$ cat src/rtl/wc_tile_streamer.sv
// Streams samples into an 8-wide overlapping window (stride 6), hands each full tile
// to an attached WC core, waits a fixed latency, then serializes its 6 results.
module wc_tile_streamer #(
    parameter int DW     = 10,
    parameter int WC_LAT = 6
) (
    input  logic              clk,
    input  logic              rst,
    input  logic              s_valid,
    output logic              s_ready,
    input  logic [DW-1:0]     s_data,
    input  logic              s_first,
    output logic [8*DW-1:0]   D_out,
    input  logic [6*DW-1:0]   Z_in,
    output logic              m_valid,
    input  logic              m_ready,
    output logic [DW-1:0]     m_data,
    output logic [15:0]       tile_cnt
);

    typedef enum logic [1:0] {FILL, WAIT, DRAIN} state_t;

    state_t                 state_q, state_d;
    logic [7:0][DW-1:0]     win_q, win_d;
    logic [3:0]             fill_q, fill_d;
    logic [8*DW-1:0]        dout_q, dout_d;
    logic [3:0]             lat_q, lat_d;
    logic [5:0][DW-1:0]     obuf_q, obuf_d;
    logic [2:0]             ridx_q, ridx_d;
    logic [15:0]            tcnt_q, tcnt_d;

    assign s_ready  = (state_q == FILL);
    assign m_valid  = (state_q == DRAIN);
    assign m_data   = obuf_q[ridx_q];
    assign D_out    = dout_q;
    assign tile_cnt = tcnt_q;

    always_comb begin
        state_d = state_q;
        win_d   = win_q;
        fill_d  = fill_q;
        dout_d  = dout_q;
        lat_d   = lat_q;
        obuf_d  = obuf_q;
        ridx_d  = ridx_q;
        tcnt_d  = tcnt_q;
        case (state_q)
            FILL: begin
                if (s_valid) begin
                    if (s_first) begin
                        win_d[0] = s_data;
                        fill_d   = 4'd1;
                    end else begin
                        win_d[fill_q[2:0]] = s_data;
                        if (fill_q == 4'd7) begin
                            // Sample 0 lands in the MSBs of D_out.
                            for (int i = 0; i < 8; i++)
                                dout_d[8*DW-1-i*DW -: DW] = win_d[i];
                            // Last two samples seed the next tile (stride 6).
                            win_d[0] = win_q[6];
                            win_d[1] = s_data;
                            fill_d   = 4'd2;
                            lat_d    = 4'(WC_LAT);
                            state_d  = WAIT;
                        end else begin
                            fill_d = fill_q + 4'd1;
                        end
                    end
                end
            end
            WAIT: begin
                if (lat_q == 4'd0) begin
                    for (int k = 0; k < 6; k++)
                        obuf_d[k] = Z_in[6*DW-1-k*DW -: DW];
                    ridx_d  = 3'd0;
                    state_d = DRAIN;
                end else begin
                    lat_d = lat_q - 4'd1;
                end
            end
            DRAIN: begin
                if (m_ready) begin
                    if (ridx_q == 3'd5) begin
                        ridx_d  = 3'd0;
                        tcnt_d  = tcnt_q + 16'd1;
                        state_d = FILL;
                    end else begin
                        ridx_d = ridx_q + 3'd1;
                    end
                end
            end
            default: state_d = FILL;
        endcase
    end

    always_ff @(posedge clk) begin
        if (rst) begin
            state_q <= FILL;
            win_q   <= '0;
            fill_q  <= '0;
            dout_q  <= '0;
            lat_q   <= '0;
            obuf_q  <= '0;
            ridx_q  <= '0;
            tcnt_q  <= '0;
        end else begin
            state_q <= state_d;
            win_q   <= win_d;
            fill_q  <= fill_d;
            dout_q  <= dout_d;
            lat_q   <= lat_d;
            obuf_q  <= obuf_d;
            ridx_q  <= ridx_d;
            tcnt_q  <= tcnt_d;
        end
    end

endmodule

$ cat config.mk
export PLATFORM = sky130hd
export DESIGN_NAME = wc_tile_streamer
export DESIGN_NICKNAME = d
export VERILOG_FILES = /design/src/rtl/wc_tile_streamer.sv
export SDC_FILE = /design/constraint.sdc
export NUM_CORES = 1
export LEC_CHECK = 0
export CORE_UTILIZATION = 50
export CTS_BUF_LIST = sky130_fd_sc_hd__clkbuf_4
export DETAILED_ROUTE_END_ITERATION = 10
export GPL_TIMING_DRIVEN = 0
export PLACE_DENSITY = 0.79
export SETUP_SLACK_MARGIN = 0.3
export SLEW_MARGIN = 40
export SYNTH_ARGS = -nofsm -noshare
export SYNTH_HDL_FRONTEND = slang
export SYNTH_SLANG_ARGS = --single-unit
$ cat constraint.sdc
create_clock -name clk -period 1.9 [get_ports clk]
set_input_delay 0.38 -clock clk [delete_from_list [all_inputs] [get_ports clk]]
set_output_delay 0.38 -clock clk [all_outputs]
set_load 0.02 [all_outputs]
==> results.cfg <==
[route]
drcViolationCount = 0
num_vias = 12265
wl_per_cell_um = 25.9
viasPerCell = 6.48
wl_um = 49100
drt_iter0_drc = 1388
detail-route-antenna-nets = 0
drt_first_pass_iters = 6

[sta]
clock_skew_ns = 0.0701
fin_ws_ns = -0.677
rsz0062_at_grt = true
fin_crit_ns = 2.58
worst_pin_slew_ns = 1.12
min_period_over_period_pct = 136
maxSlewHeadroom_pct = 25.3
max_freq_mhz = 388
hold_viol_final = 0
maxSlewViolCount = 0
setup_viol = 171

[run_status]
status = finished with violations
failed_checks = setup timing

[flow_run]
drv_cap = 0

[synth]
synth_fa_ha_area_share_pct = 0.356
netlist.area_leader.share_pct = 47.3
yosys_register_bits = 249
muxShareOfSynthArea_pct = 11.8
synthTopCellsByArea = dfxtp_1 47%, mux2i_1 9.7%, nand2_1 9.1%, a21oi_1 6.6%, a211oi_1 5.0%
netlist_area_um2 = 10500
syn_inst = 1215
seq_area_frac_synth_pct = 47.3
syn_nets = 1293
synthFlopType = dfxtp_1
syn-mean-instance-area_um2 = 8.68
synth_compound_gate_area_share_pct = 16.7
synth_top_family_by_area = simple AND/OR/NAND/NOR gates
yosysWarnings = 0
synth_area_leader_cell = dfxtp_1
synth_edf_count = 0
async_flop_share_pct = 0
synthSimpleGateAreaFrac_pct = 18.1
synth_cell_types = 48
synthXorXnorAreaFrac_pct = 0.830

[final_layout]
nNetsFinal = 1663
design_area_um2 = 17100
syn2layout_area_growth_pct = 61.7
drive_gt1_share_pct = 48.8
fin_cells = 1894

[floorplanning]
core_area_um2 = 20400
die_h_um = 147
start_util_pct = 51.6
ios = 183
rows = 52
die_w_um = 147
dieArea_um2 = 21700

[clocking]
holdBufCountCts = 0
cts-buffers-inserted = 66
insertion_delay_ns = 0.74
clk_pin_slew_ns = 0.07
htreeDepth = 3
clockRootBuffer = clkbuf_4
tritoncts = done
ctsLongestPathBuffers = 3
cts_sinks = 249

[global_routing]
antenna_found_initial = 2
globalRouteOverflowTotal = 0
grt_pass1_wl_um = 56300
grt_use_total_pct = 33.1
grt_pass1_vias = 10626
grt_max_degree = 11

[setup_path]
crit_type = reg -> out
required_ns = 1.52
crit_path_start_kind = flip-flop
end_kind = output port
cpPeakStageDelay_ns = 0.41
worstPathMaxFanout = 10
path_cells = buf_8, clkbuf_16, buf_8, mux2i_1, o22ai_4, buf_6
slowest_stage = mux2i_1
worst_ep_arrival_time_ns = 2.20
crit_path_frequent_cell = buf_8

[place]
place_ws_ns = -0.742
dp_hpwl_um = 20900
port_buffers = 181
place_area_um2 = 12900
placedCellCount = 1666
place.gp.congestion = 0.855

[power]
cellLeakagePower_nw = 6.61
ir_drop_v = 0.000437
powerDensity_nw_per_um2 = 660
power_w = 0.0113

[hold_path]
hp-class = in -> reg
## sequential cells by signal, summed over array words and instances, names as in the netlist
register  cells
state_q       2
win_q        80
lat_q         4
ridx_q        3
tile_cnt     16
D_out        80
fill_q        4
obuf_q       60
## worst paths after layout
check                  start    endpoint  slack [ns]  cells past startpoint
setup / recovery   ridx_q[0]   m_data[5]       -0.68                      6
hold / removal      Z_in[57]   obuf_q[7]        0.19                      3
setup reg to reg   fill_q[0]    win_q[9]       -0.44                      8
hold reg to reg   obuf_q[37]  obuf_q[37]        0.47                      2
## cell families after synthesis
kind of cell	count (synthesis)
AOI/OAI and AO/OA	279
xor gates and xnor gates	10
adders and majority gates	3
buffers and inverters	120
DFF	249
muxes	112
and+or+nand+nor	442
## cell type report
cell class / instances / area (um^2)
Antenna cell: 2 / 5.00
Tap cell: 270 / 338
Clock inverter: 9 / 113
Multi-Input combinational cell: 846 / 6770
Fill cell: 971 / 3370
Timing Repair Buffer: 302 / 3070
Sequential cell: 249 / 5040
Inverter: 15 / 56.3
Clock buffer: 96 / 721
Buffer: 105 / 943
## synthesized netlist by cell type (all sizes together) (6+ instances only)
| master | number |
|---|---|
| o21ai | 21 |
| and3 | 10 |
| nor2 | 114 |
| nand2 | 255 |
| a211oi | 80 |
| dfxtp | 249 |
| buf | 41 |
| o221ai | 8 |
| clkbuf | 64 |
| mux2i | 102 |
| nor3b | 6 |
| nand3b | 6 |
| or3 | 7 |
| nand3 | 7 |
| inv | 15 |
| a21o | 10 |
| and2 | 6 |
| a21oi | 140 |
| o22ai | 10 |
| mux4 | 10 |
| xnor2 | 6 |
## worst max-delay path, delay by kind of cell (launching register included)
family	cells	cell delay, ns
buffers and inverters	4	0.59
AOI/OAI and AO/OA	1	0.16
DFF	1	0.34
muxes	1	0.41
## layout by cell type, fill, tap and decap left out, types with 21 or more instances in the layout
cell / instances
nand2_1: 164
nand2_4: 55
a211oi_2: 78
nand2_2: 35
buf_4: 69
dfxtp_2: 21
nor2_1: 93
clkbuf_4: 101
buf_8: 26
dfxtp_1: 221
a21oi_1: 58
a21oi_2: 82
buf_2: 76
mux2i_1: 95
clkbuf_1: 38
buf_6: 73
clkdlybuf4s50_1: 72
## power by group
part           switching (W)  internal, W
Clock                0.00244      0.00270
Sequential         0.0000362      0.00523
Combinational       0.000535     0.000319
## through the flow
step | utilization, % | setup TNS (ns) | hold slack [ns]
after floorplan | - | 0 | 0.433
after global placement | 63.2 | -108.03 | 0.439
after detailed placement | 63.2 | -111.70 | 0.446
after CTS | 74.8 | -8.07 | 0.213
after global routing | 83.5 | -28.67 | 0.212
final | 83.5 | -27.11 | 0.194
## per-layer routing
metal	routed length [um]	global-route usage [%]	up-vias
met5	0	0	-
met3	6030	6.86	419
met4	4270	21.5	0
met1	16800	39.4	5721
met2	22100	54.3	1160
li1	-	-	4965
## timing repair
action,in CTS,in global routing
buffers inserted,49,38
endpoints found under the setup margin,345,274
pin swaps,50,115
gates cloned,23,11
resized for setup,780,368
No activity file was read; power rests on OpenSTA's default activity.
